--- config.mk ---
export PLATFORM = sky130hd
export DESIGN_NAME = cdb_arbiter_flat
export DESIGN_NICKNAME = d
export VERILOG_FILES = /design/src/rtl/cdb_arbiter_pkg.sv /design/src/rtl/cdb_arbiter_if.sv /design/src/rtl/cdb_arbiter_rr.sv /design/src/rtl/cdb_arbiter.sv /design/src/flat_wrapper.sv
export SDC_FILE = /design/constraint.sdc
export NUM_CORES = 1
export LEC_CHECK = 0
export ABC_AREA = 1
export CAP_MARGIN = 40
export CORE_MARGIN = 4
export CORE_UTILIZATION = 43
export DETAILED_ROUTE_END_ITERATION = 8
export HOLD_SLACK_MARGIN = 0.05
export PLACE_DENSITY = 0.87
export SLEW_MARGIN = 15
export SYNTH_ARGS = -nofsm -noshare
export SYNTH_HDL_FRONTEND = slang
export SYNTH_SLANG_ARGS = --single-unit
--- constraint.sdc ---
create_clock -name clk -period 7.4 [get_ports clk]
set_input_delay 1.48 -clock clk [delete_from_list [all_inputs] [get_ports clk]]
set_output_delay 1.48 -clock clk [all_outputs]
set_load 0.01 [all_outputs]
--- src/rtl/cdb_arbiter_pkg.sv ---
// cdb_arbiter_pkg: shared sizes, FU ids, CDB/request types and the wrap-aware ROB age compare
package cdb_arbiter_pkg;
   localparam int NUM_FU     = 4;
   localparam int DATA_WIDTH = 32;
   localparam int PHY_WIDTH  = 6;
   localparam int ROB_WIDTH  = 5;
   localparam int TAG_WIDTH  = ROB_WIDTH + 1;
   localparam int PTR_WIDTH  = $clog2(NUM_FU);
   localparam int FU_ALU     = 0;
   localparam int FU_BRU     = 1;
   localparam int FU_LSU     = 2;
   localparam int FU_MUL     = 3;

   typedef logic [TAG_WIDTH-1:0] rob_tag_t;

   typedef struct packed {
      logic [DATA_WIDTH-1:0] data;
      logic [PHY_WIDTH-1:0]  phy_rd;
      rob_tag_t              rob_idx;
   } fu_req_t;

   typedef struct packed {
      logic                  valid;
      logic [DATA_WIDTH-1:0] data;
      logic [PHY_WIDTH-1:0]  phy_rd;
      rob_tag_t              rob_idx;
   } cdb_packet_t;

   // a is younger than b when its distance from the ROB head is larger (modulo the wrap bit)
   function automatic logic rob_younger(rob_tag_t a, rob_tag_t b, rob_tag_t head);
      rob_tag_t age_a;
      rob_tag_t age_b;
      age_a = a - head;
      age_b = b - head;
      return age_a > age_b;
   endfunction
endpackage

--- src/rtl/cdb_arbiter_if.sv ---
// cdb_arbiter_if: functional-unit request bus, flush/age inputs and CDB broadcast
interface cdb_arbiter_if;
   import cdb_arbiter_pkg::*;
   logic [NUM_FU-1:0]            fu_valid;
   logic [NUM_FU*DATA_WIDTH-1:0] fu_data;
   logic [NUM_FU*PHY_WIDTH-1:0]  fu_phy_rd;
   logic [NUM_FU*TAG_WIDTH-1:0]  fu_rob_idx;
   logic [NUM_FU-1:0]            fu_ready;
   rob_tag_t                     rob_head;
   logic                         flush;
   rob_tag_t                     flush_rob_idx;
   logic                         cdb_valid;
   logic [DATA_WIDTH-1:0]        cdb_data;
   logic [PHY_WIDTH-1:0]         cdb_phy_rd;
   rob_tag_t                     cdb_rob_idx;

   modport master (
      output fu_valid, fu_data, fu_phy_rd, fu_rob_idx, rob_head, flush, flush_rob_idx,
      input  fu_ready, cdb_valid, cdb_data, cdb_phy_rd, cdb_rob_idx
   );

   modport slave (
      input  fu_valid, fu_data, fu_phy_rd, fu_rob_idx, rob_head, flush, flush_rob_idx,
      output fu_ready, cdb_valid, cdb_data, cdb_phy_rd, cdb_rob_idx
   );
endinterface

--- src/rtl/cdb_arbiter_rr.sv ---
// cdb_arbiter_rr: combinational round-robin picker; one-hot grant and next pointer from requests and pointer
module cdb_arbiter_rr #(
   parameter int N = 4
) (
   input  logic [N-1:0]         req_i,
   input  logic [$clog2(N)-1:0] ptr_i,
   output logic [N-1:0]         gnt_o,
   output logic [$clog2(N)-1:0] ptr_o
);
   localparam int PW = $clog2(N);

   int   idx;
   logic found;

   // Scan from the pointer upward with wrap; first request wins, pointer moves past it
   always_comb begin
      gnt_o = '0;
      ptr_o = ptr_i;
      found = 1'b0;
      idx   = 0;
      for (int k = 0; k < N; k++) begin
         idx = (int'(ptr_i) + k) % N;
         if (!found && req_i[idx[PW-1:0]]) begin
            gnt_o[idx[PW-1:0]] = 1'b1;
            ptr_o              = PW'((idx + 1) % N);
            found              = 1'b1;
         end
      end
   end
endmodule

--- src/rtl/cdb_arbiter.sv ---
// cdb_arbiter: one-result-per-cycle CDB writeback scheduler with flush kill; CDB_AGE_PRIORITY_EN selects oldest-first with starve counters
import cdb_arbiter_pkg::*;

module cdb_arbiter (
   input logic          clk,
   input logic          rst,
   cdb_arbiter_if.slave bus
);
   fu_req_t                req [NUM_FU];
   logic [NUM_FU-1:0]      killed;
   logic [NUM_FU-1:0]      cand;
   logic [NUM_FU-1:0]      gnt;
   logic [PTR_WIDTH-1:0]   rr_ptr_q;
   logic [PTR_WIDTH-1:0]   rr_ptr_d;
   fu_req_t                sel;
   cdb_packet_t            cdb_q;
   cdb_packet_t            cdb_d;

   // Unpack the flat unit buses and drop requests younger than a flushing branch
   always_comb begin
      for (int i = 0; i < NUM_FU; i++) begin
         req[i].data    = bus.fu_data[i*DATA_WIDTH +: DATA_WIDTH];
         req[i].phy_rd  = bus.fu_phy_rd[i*PHY_WIDTH +: PHY_WIDTH];
         req[i].rob_idx = bus.fu_rob_idx[i*TAG_WIDTH +: TAG_WIDTH];
         killed[i]      = bus.flush && rob_younger(req[i].rob_idx, bus.flush_rob_idx, bus.rob_head);
      end
      cand = bus.fu_valid & ~killed;
   end

`ifdef CDB_AGE_PRIORITY_EN
   logic [NUM_FU-1:0][3:0] starve_q;
   logic [NUM_FU-1:0][3:0] starve_d;
   logic                   sat_hit;
   logic                   have;
   rob_tag_t               best_tag;

   assign rr_ptr_d = '0;

   // Saturated starvers win (lowest index first), otherwise the oldest live request
   always_comb begin
      gnt      = '0;
      sat_hit  = 1'b0;
      have     = 1'b0;
      best_tag = '0;
      for (int i = 0; i < NUM_FU; i++) begin
         if (!sat_hit && cand[i] && starve_q[i] == 4'hF) begin
            sat_hit = 1'b1;
            gnt[i]  = 1'b1;
         end
      end
      for (int i = 0; i < NUM_FU; i++) begin
         if (!sat_hit && cand[i] && (!have || rob_younger(best_tag, req[i].rob_idx, bus.rob_head))) begin
            have     = 1'b1;
            best_tag = req[i].rob_idx;
            gnt      = '0;
            gnt[i]   = 1'b1;
         end
      end
   end

   // Each live request that loses counts up to 15; a grant clears it
   always_comb begin
      for (int i = 0; i < NUM_FU; i++)
         starve_d[i] = gnt[i] ? 4'd0 : (cand[i] && starve_q[i] != 4'hF) ? starve_q[i] + 4'd1 : starve_q[i];
   end

   // Starve counter state
   always_ff @(posedge clk or posedge rst) begin
      if (rst) starve_q <= '0;
      else     starve_q <= starve_d;
   end
`else
   cdb_arbiter_rr #(.N(NUM_FU)) u_rr (
      .req_i (cand),
      .ptr_i (rr_ptr_q),
      .gnt_o (gnt),
      .ptr_o (rr_ptr_d)
   );
`endif

   // Route the granted payload into the next CDB entry; payload holds when idle
   always_comb begin
      sel = '0;
      for (int i = 0; i < NUM_FU; i++)
         if (gnt[i]) sel = req[i];
      cdb_d.valid   = |gnt && !(bus.flush && rob_younger(sel.rob_idx, bus.flush_rob_idx, bus.rob_head));
      cdb_d.data    = |gnt ? sel.data    : cdb_q.data;
      cdb_d.phy_rd  = |gnt ? sel.phy_rd  : cdb_q.phy_rd;
      cdb_d.rob_idx = |gnt ? sel.rob_idx : cdb_q.rob_idx;
   end

   // CDB register and round-robin pointer
   always_ff @(posedge clk or posedge rst) begin
      if (rst) begin
         cdb_q    <= '0;
         rr_ptr_q <= '0;
      end else begin
         cdb_q    <= cdb_d;
         rr_ptr_q <= rr_ptr_d;
      end
   end

   assign bus.fu_ready    = rst ? '0 : gnt;
   assign bus.cdb_valid   = cdb_q.valid;
   assign bus.cdb_data    = cdb_q.data;
   assign bus.cdb_phy_rd  = cdb_q.phy_rd;
   assign bus.cdb_rob_idx = cdb_q.rob_idx;
endmodule

--- src/flat_wrapper.sv ---
// flat-port wrapper written by rule: the top's interface ports become plain ports
module cdb_arbiter_flat 
  (clk, rst, bus_fu_valid, bus_fu_data, bus_fu_phy_rd, bus_fu_rob_idx, bus_rob_head, bus_flush, bus_flush_rob_idx, bus_fu_ready, bus_cdb_valid, bus_cdb_data, bus_cdb_phy_rd, bus_cdb_rob_idx);
  cdb_arbiter_if bus_i ();
  input logic clk;
  input logic rst;
  input wire logic [$bits(bus_i.fu_valid)-1:0] bus_fu_valid;
  input wire logic [$bits(bus_i.fu_data)-1:0] bus_fu_data;
  input wire logic [$bits(bus_i.fu_phy_rd)-1:0] bus_fu_phy_rd;
  input wire logic [$bits(bus_i.fu_rob_idx)-1:0] bus_fu_rob_idx;
  input wire logic [$bits(bus_i.rob_head)-1:0] bus_rob_head;
  input wire logic [$bits(bus_i.flush)-1:0] bus_flush;
  input wire logic [$bits(bus_i.flush_rob_idx)-1:0] bus_flush_rob_idx;
  output wire logic [$bits(bus_i.fu_ready)-1:0] bus_fu_ready;
  output wire logic [$bits(bus_i.cdb_valid)-1:0] bus_cdb_valid;
  output wire logic [$bits(bus_i.cdb_data)-1:0] bus_cdb_data;
  output wire logic [$bits(bus_i.cdb_phy_rd)-1:0] bus_cdb_phy_rd;
  output wire logic [$bits(bus_i.cdb_rob_idx)-1:0] bus_cdb_rob_idx;
  assign bus_i.fu_valid = bus_fu_valid;
  assign bus_i.fu_data = bus_fu_data;
  assign bus_i.fu_phy_rd = bus_fu_phy_rd;
  assign bus_i.fu_rob_idx = bus_fu_rob_idx;
  assign bus_i.rob_head = bus_rob_head;
  assign bus_i.flush = bus_flush;
  assign bus_i.flush_rob_idx = bus_flush_rob_idx;
  assign bus_fu_ready = bus_i.fu_ready;
  assign bus_cdb_valid = bus_i.cdb_valid;
  assign bus_cdb_data = bus_i.cdb_data;
  assign bus_cdb_phy_rd = bus_i.cdb_phy_rd;
  assign bus_cdb_rob_idx = bus_i.cdb_rob_idx;
  cdb_arbiter u_core (.clk(clk), .rst(rst), .bus(bus_i));
endmodule
==> results of run 1 <==
-- layout make-up --
cell class | count | area share, %
multi-input combinational | 665 | 46.4
timing repair buffer | 269 | 32.1
sequential | 47 | 14.3
tap | 168 | 2.55
clock buffer | 6 | 1.68
inverter | 63 | 2.90
clock inverter | 2 | 0.197
-- report_power, final --
part	total (mW)	internal (mW)	leakage, nW	switching, mW
clock	0.242	0.135	0.0731	0.106
combinational	3.49	1.38	3.30	2.11
sequential	0.522	0.436	0.562	0.0855
total	4.26	1.95	3.93	2.31
-- cells in the mapped netlist (5+ instances only) --
library cell  instances
a21oi_1              74
buf_2                22
dfrtp_1              47
fa_1                  6
ha_1                 62
inv_1                58
nand2_1             235
nand2_2               7
nand3_1             147
nand4_1               5
nor2_1               42
o211ai_1             41
o21bai_1              8
xnor2_1               5
xor2_1               16
-- how the worst min path moves through the flow --
| stage | startpoint | end | slack (ns) | depth (start not counted) |
|---|---|---|---|---|
| 2_1_floorplan | u_core.bus.cdb_rob_idx[1]$_DFFE_PP0P_ | u_core.bus.cdb_rob_idx[1]$_DFFE_PP0P_ | 0.51 | 2 |
| 3_3_place_gp | u_core.bus.cdb_rob_idx[0]$_DFFE_PP0P_ | u_core.bus.cdb_rob_idx[0]$_DFFE_PP0P_ | 0.47 | 2 |
| 3_5_place_dp | u_core.bus.cdb_rob_idx[0]$_DFFE_PP0P_ | u_core.bus.cdb_rob_idx[0]$_DFFE_PP0P_ | 0.47 | 2 |
| 4_1_cts | u_core.bus.cdb_rob_idx[0]$_DFFE_PP0P_ | u_core.bus.cdb_rob_idx[0]$_DFFE_PP0P_ | 0.49 | 2 |
| 5_1_grt | u_core.bus.cdb_rob_idx[0]$_DFFE_PP0P_ | u_core.bus.cdb_rob_idx[0]$_DFFE_PP0P_ | 0.51 | 2 |
| 6_report | u_core.bus.cdb_rob_idx[1]$_DFFE_PP0P_ | u_core.bus.cdb_rob_idx[1]$_DFFE_PP0P_ | 0.49 | 2 |
-- logic make-up (layout without fill, tap and decap cells) --
kind of cell,count (synthesis),count (layout)
AO/OA/AOI/OAI,132,132
XOR/XNOR,21,21
adder cells (fa/ha/maj),68,68
buffers and inverters,97,340
flip-flops,47,47
AND/OR/NAND/NOR,444,444
-- worst min-delay path, stage by stage, from the launching register on --
cell and delay [ns]:
dfrtp_1 0.35, nand2_1 0.05, nand2_1 0.06
-- stage by stage --
stage | utilization (%) | power, mW | std cells | TNS, ns
after detailed placement | 66.3 | 3.98 | 1212 | -0.160
after floorplan | - | 2.93 | 809 | 0
after global routing | 67.8 | 4.69 | 1220 | -0.253
after CTS | 67.6 | 4.24 | 1220 | 0
after global placement | 66.2 | 3.91 | 1211 | -0.00476
final | 67.8 | 4.26 | 1220 | 0
-- registers in the layout (all words and copies together) (netlist names) --
register	count
u_core.bus.cdb_valid	1
u_core.bus.cdb_data	32
u_core.bus.cdb_rob_idx	6
u_core.bus.cdb_phy_rd	6
u_core.rr_ptr_q	2
-- metal layers --
metal / track usage, % / wire length, microns / vias to the layer above
met4: 9.88 / 798 / 0
met1: 38.4 / 9110 / 3102
met2: 47.0 / 10100 / 326
met5: 0 / 0 / -
met3: 5.99 / 1920 / 53
li1: - / - / 3231
-- repair_timing --
| item | CTS | global route |
|---|---|---|
| gates resized for setup | 0 | 10 |
| hold endpoints to repair | 0 | 0 |
| endpoints found under the setup margin | 0 | 5 |
==> results.py, run 1 <==
metrics = {
    "run_status": {
        "status": "complete, no violations",
    },
    "setup_path": {
        "crit_buf_inv": 5,
        "cp-start-kind": "primary input",
        "cpLargestDelayFamily": "simple AND/OR/NAND/NOR gates",
        "worstPathMaxFanout": 16,
        "startpoint": "bus_rob_head[1]",
        "critPathSlowestCell": "clkdlybuf4s50_1",
        "cp_num_cells": 39,
        "cpMostUsedCell": "nand2_1",
        "rr_worst_depth": 28,
        "worstReg2RegStart": "u_core.rr_ptr_q[0]$_DFFE_PP0P_",
        "critPathMaxStageDelay_ns": 0.49,
        "critical_path_required_ns": 7.55,
        "crit_end": "u_core.bus.cdb_valid$_DFF_PP0_",
        "r2r-end": "u_core.bus.cdb_valid$_DFF_PP0_",
        "path_class": "in2reg",
        "cp-end-kind": "register",
        "r2r_slack_ns": 2.83,
        "arrival_ns": 7.27,
    },
    "route": {
        "firstDrtPassIters": 5,
        "routed_wl_mm": 22.0,
        "drt_iter0_markers": 575,
        "drc": 0,
        "ant_nets": 0,
        "viasPerCell": 5.50,
        "post_drt_wl_per_cell_microns": 18.0,
        "vias": 6712,
    },
    "synthesis": {
        "yosys.area_share.simple_pct": 35.4,
        "synthesis.nets": 1072,
        "postSynthAreaPerCell_sq_um": 6.69,
        "synthFlopType": "dfrtp_1",
        "synthDistinctLibCells": 32,
        "synth_top_area_share_pct": 21.7,
        "ys_seq_area_share_pct": 21.7,
        "synth_top_family_by_area": "simple AND/OR/NAND/NOR gates",
        "synth_area_leader_cell": "dfrtp_1",
        "yosys_warnings": 0,
        "synth-seq-cells": 47,
        "netlist_area_sq_um": 5410,
        "postSynthCellCount": 809,
        "synthAdderAreaFrac_pct": 16.5,
        "synth-edff-count": 0,
        "synth_xor_area_share_pct": 3.40,
        "synth_area_leaders": "dfrtp_1 22%, nand2_1 16%, ha_1 14%",
        "async_flop_share_pct": 100,
        "synth_mux_area_share_pct": 0,
        "synth_compound_area_share_pct": 14.8,
    },
    "sta": {
        "finalHoldViolCount": 0,
        "slew_headroom_pct": 56.2,
        "setup_violations": 0,
        "finalCritPeriodShare_pct": 96.3,
        "rsz0062_at_grt": "true",
        "skew_ns": 0.00734,
        "fin_ws_ns": 0.274,
        "max_freq_mhz": 140,
        "drv_slew": 0,
        "fin_crit_ns": 7.13,
        "hold_ws_ns": 0.492,
        "worst_pin_slew_ns": 0.652,
    },
    "layout": {
        "multi_input_area_sq_um": 3820,
        "layout.nets": 1314,
        "final_common_cell": "clkdlybuf4s50_1",
        "fillers": 1059,
        "seq_area_sq_um": 1180,
        "diodes": 0,
        "final_cell_area_sq_um": 8250,
        "layout_common_cells": "241 x clkdlybuf4s50_1, 234 x nand2_1, 147 x nand3_1, 70 x a21oi_1, 62 x ha_1",
        "drive_gt1_share_pct": 5.80,
        "syn2layout_area_growth_pct": 52.4,
    },
    "power": {
        "power.leakage_nw": 3.93,
        "p_per_area_nw_per_um2": 516,
        "ir_drop_mv": 0.300,
    },
    "global_routing": {
        "antenna_found_initial": 0,
        "overflow": 0,
        "grt_usage_pct": 28.9,
        "grt_pass1_wl_mm": 33.3,
        "grt_pass1_vias": 6386,
        "grt_max_degree": 46,
    },
    "floorplan": {
        "rows": 40,
        "die_height_microns": 120,
        "die_w_microns": 120,
        "ios": 244,
        "die-area_sq_um": 14400,
        "start_util_pct": 44.5,
        "core_sq_um": 12200,
    },
    "placed_design": {
        "place_hpwl_mm": 17.3,
        "routabilityCongestion": 1.01,
        "io_buffers": 243,
        "dpl_worst_slack_ns": -0.160,
        "placed_cell_area_sq_um": 8070,
    },
    "cts": {
        "cts_inserted_buffers": 5,
        "cts_setup_buffers": 0,
        "h-tree-depth": 2,
        "clk_pin_slew_ns": 0.07,
        "cts_tree": "built",
        "clk_path_buf_depth": 2,
        "clkLatencyLatePin_ns": 0.29,
        "cts_root_buf": "clkbuf_16",
        "holdBufCountCts": 0,
        "clock_sinks": 47,
    },
    "min_path": {
        "hp-class": "reg2reg",
    },
    "flow_run": {
        "maxCapViolations": 0,
    },
}
Note: power is estimated with default switching activity, not from simulation.
==> run 2, diff against run 1 <==
--- a/config.mk
+++ b/config.mk
@@ -11,8 +11,9 @@
 export CORE_UTILIZATION = 43
 export DETAILED_ROUTE_END_ITERATION = 8
 export HOLD_SLACK_MARGIN = 0.05
-export PLACE_DENSITY = 0.87
+export PLACE_DENSITY = 0.88
 export SLEW_MARGIN = 15
 export SYNTH_ARGS = -nofsm -noshare
 export SYNTH_HDL_FRONTEND = slang
+export SYNTH_HIERARCHICAL = 1
 export SYNTH_SLANG_ARGS = --single-unit
==> run 2 against run 1 <==
Fmax increased by 0.40%. Flip-flop and latch count unchanged. Setup slack improved by 0.029 ns. Routed wire length decreased by 8.5%. Final cell count decreased by 2.9%. Non-clock buffer count decreased by 1. Global-route usage decreased by 2.0 points. Design area decreased by 0.41%. Clock-buffer cell count unchanged.
==> results.py, run 2 <==
metrics = {
    "placed_design": {
        "dp_cells": 1177,
        "io_buffers": 243,
        "place_hpwl_mm": 15.9,
        "routabilityCongestion": 0.951,
        "placed_cell_area_sq_um": 8010,
        "dpl_worst_slack_ns": -0.0695,
    },
    "setup_path": {
        "path_class": "in2out",
        "cp-end-kind": "output port",
        "startpoint": "bus_rob_head[2]",
        "critPathMaxStageDelay_ns": 0.56,
        "critical_path_required_ns": 5.92,
        "critPathSlowestCell": "clkdlybuf4s50_1",
        "cpMostUsedCell": "nor2_1",
        "worstReg2RegStart": "u_core/rr_ptr_q[0]$_DFF_PP0_",
        "r2r-end": "u_core/bus.cdb_valid$_DFF_PP0_",
        "rr_worst_depth": 28,
        "worstPathMaxFanout": 11,
        "r2r_slack_ns": 3.02,
        "crit_end": "bus_fu_ready[2]",
        "cp-start-kind": "primary input",
        "arrival_ns": 5.62,
    },
    "global_routing": {
        "grt_pass1_vias": 6099,
        "grt_pass1_wl_mm": 31.1,
        "overflow": 0,
        "grt_usage_pct": 26.9,
        "antenna_found_initial": 1,
        "grt_max_degree": 46,
    },
    "synthesis": {
        "synth_top_area_share_pct": 21.9,
        "synth-seq-cells": 47,
        "postSynthCellCount": 774,
        "postSynthAreaPerCell_sq_um": 6.93,
        "yosys_warnings": 6,
        "synthesis.nets": 1041,
        "synth-edff-count": 0,
        "synthTopCellsByCount": "253 x nand2_1, 75 x nand3_1, 67 x a21oi_1, 66 x ha_1, 63 x inv_1",
        "synth_area_leaders": "dfrtp_1 22%, nand2_1 18%, ha_1 15%",
        "synth.most_common_cell": "nand2_1",
        "netlist_area_sq_um": 5360,
        "synthDistinctLibCells": 34,
        "ys_seq_area_share_pct": 21.9,
        "synthFlopType": "dfrtp_1",
        "async_flop_share_pct": 100,
        "synth_area_leader_cell": "dfrtp_1",
    },
    "power": {
        "power.leakage_nw": 3.93,
        "ir_drop_mv": 0.315,
        "p_per_area_nw_per_um2": 529,
        "finalPower_mw": 4.35,
    },
    "sta": {
        "rsz0062_at_grt": "true",
        "finalHoldViolCount": 0,
        "max_freq_mhz": 141,
        "skew_ns": 0.00358,
        "setup_violations": 0,
        "drv_slew": 0,
        "finalCritPeriodShare_pct": 95.9,
        "worst_pin_slew_ns": 0.841,
        "fin_crit_ns": 7.10,
        "slew_headroom_pct": 43.9,
        "fin_ws_ns": 0.303,
    },
    "route": {
        "vias": 6263,
        "drt_iter0_markers": 429,
        "firstDrtPassIters": 5,
        "drc": 0,
        "wl_met3_mm": 1.64,
        "dr.max_layer_used": "met4",
        "post_drt_wl_per_cell_microns": 17.0,
        "routed_wl_mm": 20.1,
        "wl_met2_mm": 9.56,
        "viasPerCell": 5.29,
        "m1WireLength_mm": 8.23,
        "ant_nets": 0,
    },
    "layout": {
        "syn2layout_area_growth_pct": 53.2,
        "final_cell_area_sq_um": 8220,
        "layout.cells.non_filler": 1185,
        "drive_gt1_share_pct": 7.09,
        "layout_common_cells": "252 x nand2_1, 239 x clkdlybuf4s50_1, 75 x nand3_1, 65 x ha_1, 64 x a21oi_1",
        "largest_reg_flops": 32,
        "layout.nets": 1283,
        "final_common_cell": "nand2_1",
        "final_util_pct": 67.8,
    },
    "cts": {
        "clkLatencyLatePin_ns": 0.29,
        "clock_sinks": 47,
        "cts_setup_buffers": 0,
        "clk_path_buf_depth": 2,
        "cts_tree": "built",
        "holdBufCountCts": 0,
        "cts_root_buf": "clkbuf_16",
        "clk_pin_slew_ns": 0.06,
        "cts_inserted_buffers": 5,
        "h-tree-depth": 2,
    },
    "floorplan": {
        "die-area_sq_um": 14300,
        "die_height_microns": 120,
        "core_sq_um": 12100,
        "start_util_pct": 44.3,
        "rows": 40,
        "ios": 244,
        "die_w_microns": 120,
    },
    "run_status": {
        "status": "complete, no violations",
    },
    "min_path": {
        "hp-class": "reg2reg",
    },
    "flow_run": {
        "maxCapViolations": 0,
    },
}
## run 2: worst max-delay path, delay by kind of cell
kind	cells	cell delay [ns]
AOI/OAI and AO/OA	3	0.43
xor gates and xnor gates	1	0.17
adders and majority gates	2	0.65
buffers and inverters	7	1.60
and+or+nand+nor	12	1.30
## run 2: how the worst min path moves through the flow
stage,to,startpoint,slack [ns],depth (start not counted)
6_report,u_core/bus.cdb_rob_idx[1]$_DFFE_PP0P_,u_core/bus.cdb_rob_idx[1]$_DFFE_PP0P_,0.49,2
5_1_grt,u_core/bus.cdb_data[20]$_DFFE_PP0P_,u_core/bus.cdb_data[20]$_DFFE_PP0P_,0.51,2
4_1_cts,u_core/bus.cdb_rob_idx[0]$_DFFE_PP0P_,u_core/bus.cdb_rob_idx[0]$_DFFE_PP0P_,0.48,2
3_5_place_dp,u_core/bus.cdb_rob_idx[0]$_DFFE_PP0P_,u_core/bus.cdb_rob_idx[0]$_DFFE_PP0P_,0.47,2
3_3_place_gp,u_core/bus.cdb_rob_idx[0]$_DFFE_PP0P_,u_core/bus.cdb_rob_idx[0]$_DFFE_PP0P_,0.47,2
2_1_floorplan,u_core/bus.cdb_rob_idx[1]$_DFFE_PP0P_,u_core/bus.cdb_rob_idx[1]$_DFFE_PP0P_,0.51,2
## run 2: what timing repair did
item	4_1_cts	5_1_grt
endpoints found under the setup margin	2	5
gates resized for setup	2	11
cloned	0	0
pin swaps	0	0
## run 2: logic make-up after synthesis
kind of cell | synth area share (%)
and+or+nand+nor | 31.4
AOI/OAI and AO/OA | 15.4
buffers and inverters | 8.86
adders and majority gates | 17.6
DFF | 21.9
xor gates and xnor gates | 4.74
## run 2: metal layers
layer	global-route usage, %	vias to the layer above
met3	4.85	41
met5	0	-
li1	-	3080
met2	47.2	289
met1	33.1	2853
met4	9.59	0
## run 2: layout make-up
class                           count  area, sq um
Sequential cell                    47         1180
Clock buffer                        6          129
Timing Repair Buffer              268         2640
Clock inverter                      1         30.0
Antenna cell                        1         2.50
Multi-Input combinational cell    622         3750
Tap cell                          168          210
Inverter                           72          282
Fill cell                        1046         3900
## run 2: report_power, final
part           internal, mW  total, mW  leakage (nW)  switching [mW]
registers             0.440      0.525         0.561          0.0850
clock network         0.158      0.253        0.0769          0.0950
logic                  1.41       3.57          3.29            2.16
total                  2.01       4.35          3.93            2.34
## run 2: through the flow
stage               setup TNS (ns)  hold WS (ns)
floorplan                        0         0.513
global placement                 0         0.470
detailed placement          -0.109         0.471
CTS                              0         0.485
global route               -0.0420         0.514
finish                           0         0.486
==> run 3, diff against run 2 <==
--- a/config.mk
+++ b/config.mk
@@ -10,7 +10,7 @@
 export CORE_MARGIN = 4
 export CORE_UTILIZATION = 43
 export DETAILED_ROUTE_END_ITERATION = 8
-export HOLD_SLACK_MARGIN = 0.05
+export HOLD_SLACK_MARGIN = 0.1
 export PLACE_DENSITY = 0.88
 export SLEW_MARGIN = 15
 export SYNTH_ARGS = -nofsm -noshare
==> constraint.sdc (replaced) <==
create_clock -name clk -period 7.1 [get_ports clk]
set_input_delay 1.42 -clock clk [delete_from_list [all_inputs] [get_ports clk]]
set_output_delay 1.42 -clock clk [all_outputs]
set_load 0.01 [all_outputs]
==> run 3 against run 2 <==
Power up 8.9%. Routed wire length up 3.9%. Design area up 2.1%. Flip-flop and latch count unchanged. Final cell count up 1.4%. Clock power down 7.9%. Die area unchanged. Largest cell class unchanged. Largest power group unchanged.
==> results.py, run 3 (synthesis gave the netlist of run 2 again) <==
metrics = {
    "run_status": {
        "status": "complete, no violations",
    },
    "min_path": {
        "hold_depth": 2,
        "hp-class": "reg2reg",
        "min_from": "u_core/bus.cdb_data[21]$_DFFE_PP0P_",
        "hold-path-endpoint": "u_core/bus.cdb_data[21]$_DFFE_PP0P_",
    },
    "global_routing": {
        "antenna_found_initial": 1,
        "grt_pass1_wl_mm": 31.9,
        "grt_usage_pct": 27.6,
        "grt_max_degree": 46,
        "overflow": 0,
        "grt_pass1_vias": 6404,
    },
    "placed_design": {
        "dpl_worst_slack_ns": -0.285,
        "io_buffers": 243,
        "routabilityCongestion": 1.03,
        "place_hpwl_mm": 16.5,
    },
    "floorplan": {
        "core_sq_um": 12100,
        "rows": 40,
        "die_w_microns": 120,
        "start_util_pct": 44.3,
        "ios": 244,
        "die-area_sq_um": 14300,
        "die_height_microns": 120,
    },
    "flow_run": {
        "maxCapViolations": 0,
    },
    "cts": {
        "h-tree-depth": 2,
        "cts_root_buf": "clkbuf_16",
        "clock_sinks": 47,
        "cts_inserted_buffers": 5,
        "clk_path_buf_depth": 2,
        "clkLatencyLatePin_ns": 0.29,
        "clk_pin_slew_ns": 0.07,
        "cts_tree": "built",
    },
    "sta": {
        "tns_ns": 0,
        "skew_ns": 0.00313,
        "worst_pin_slew_ns": 0.822,
        "max_freq_mhz": 145,
        "hold_ws_ns": 0.495,
        "finalCritPeriodShare_pct": 97.3,
        "fin_ws_ns": 0.188,
        "drv_slew": 0,
        "slew_headroom_pct": 45.2,
        "fin_crit_ns": 6.91,
        "finalHoldViolCount": 0,
        "rsz0062_at_grt": "true",
        "setup_violations": 0,
    },
    "setup_path": {
        "worstReg2RegStart": "u_core/rr_ptr_q[0]$_DFF_PP0_",
        "critPathSlowestCell": "clkdlybuf4s50_1",
        "cpMostUsedCell": "nand2_1",
        "critical_path_required_ns": 7.23,
        "critPathMaxStageDelay_ns": 0.47,
        "path_class": "in2reg",
        "r2r-end": "u_core/bus.cdb_valid$_DFF_PP0_",
        "rr_worst_depth": 29,
        "cp-end-kind": "register",
        "arrival_ns": 7.04,
        "cp-start-kind": "primary input",
        "worstPathMaxFanout": 5,
        "r2r_slack_ns": 2.69,
    },
    "power": {
        "p_seq_share_pct": 11.7,
        "switchingPower_mw": 2.51,
        "ir_drop_mv": 0.343,
        "internal-power_mw": 2.22,
        "finalPower_mw": 4.74,
        "p_clk_share_pct": 4.9,
        "p_per_area_nw_per_um2": 564,
        "combPwrFrac_pct": 83.4,
        "power.leakage_nw": 3.98,
        "swShare_pct": 53.1,
    },
    "layout": {
        "final_common_cell": "nand2_1",
        "fillers": 1012,
        "final_util_pct": 69.3,
        "layout.nets": 1298,
        "syn2layout_area_growth_pct": 56.4,
        "drive_gt1_share_pct": 9.98,
        "largest_reg_flops": 32,
        "layout_common_cells": "251 x nand2_1, 239 x clkdlybuf4s50_1, 74 x nand3_1, 64 x a21oi_1, 60 x inv_1",
    },
    "route": {
        "drc": 0,
        "post_drt_wl_per_cell_microns": 17.4,
        "ant_nets": 0,
        "firstDrtPassIters": 5,
        "routed_wl_mm": 20.9,
        "viasPerCell": 5.42,
        "vias": 6506,
        "drt_iter0_markers": 464,
    },
}
run 3: per-layer routing:
metal	share of wire, %	vias to the layer above	global-route usage (%)
met3	8.0	70	5.28
met5	0	-	0
met1	38	3002	32.5
li1	-	3106	-
met2	48	328	47.8
met4	5.5	0	13.6
run 3: worst max-delay path: cells and delay by family:
family	cells	cell delay (ns)
AO/OA/AOI/OAI	7	0.87
XOR/XNOR	1	0.22
adder cells (fa/ha/maj)	4	1.19
buffers and inverters	7	1.19
AND/OR/NAND/NOR	24	2.14
run 3: how the worst max path moves through the flow:
stage                          startpoint                              to  slack (ns)  cells after the start
after CTS                 bus_rob_head[2]                 bus_fu_ready[3]        0.08                     27
after global routing      bus_rob_head[2]  u_core/bus.cdb_valid$_DFF_PP0_       -0.16                     43
after detailed placement  bus_rob_head[2]  u_core/bus.cdb_valid$_DFF_PP0_       -0.28                     39
final                     bus_rob_head[2]  u_core/bus.cdb_valid$_DFF_PP0_        0.19                     43
after global placement    bus_rob_head[2]  u_core/bus.cdb_valid$_DFF_PP0_       -0.12                     36
after floorplan           bus_rob_head[1]  u_core/bus.cdb_valid$_DFF_PP0_        0.56                     32
run 3: what timing repair did:
| action | in CTS | in global routing |
|---|---|---|
| setup buffers | 0 | 1 |
| pin swaps | 0 | 5 |
| hold buffers | 0 | 0 |
| resized for setup | 3 | 33 |
| endpoints found under the setup margin | 4 | 5 |
run 3: cell type report:
| class | count | area [sq um] | share of cell area (%) |
|---|---|---|---|
| multi-input cells | 622 | 3840 | 45.8 |
| repair buffers | 283 | 2740 | 32.6 |
| flip-flops and latches | 47 | 1180 | 14.0 |
| inverters | 72 | 282 | 3.35 |
| well taps | 168 | 210 | 2.50 |
| clock buffers | 7 | 133 | 1.58 |
| clock inverters | 1 | 5.00 | 0.0596 |
| diodes | 1 | 2.50 | 0.0298 |
run 3: power groups by stage:
stage / sequential, mW / clock [mW] / combinational, mW
6_report: 0.553 / 0.233 / 3.95
5_1_grt: 0.570 / 0.243 / 4.39
4_1_cts: 0.552 / 0.237 / 3.81
3_5_place_dp: 0.557 / 0 / 3.79
3_3_place_gp: 0.548 / 0 / 3.69
2_1_floorplan: 0.601 / 0 / 2.55
run 3: through the flow:
step / cells / cell area [sq um]
after detailed placement: 1191 / 8110
after global routing: 1201 / 8390
after global placement: 1191 / 8110
after floorplan: 774 / 5360
final: 1201 / 8390
after CTS: 1199 / 8250
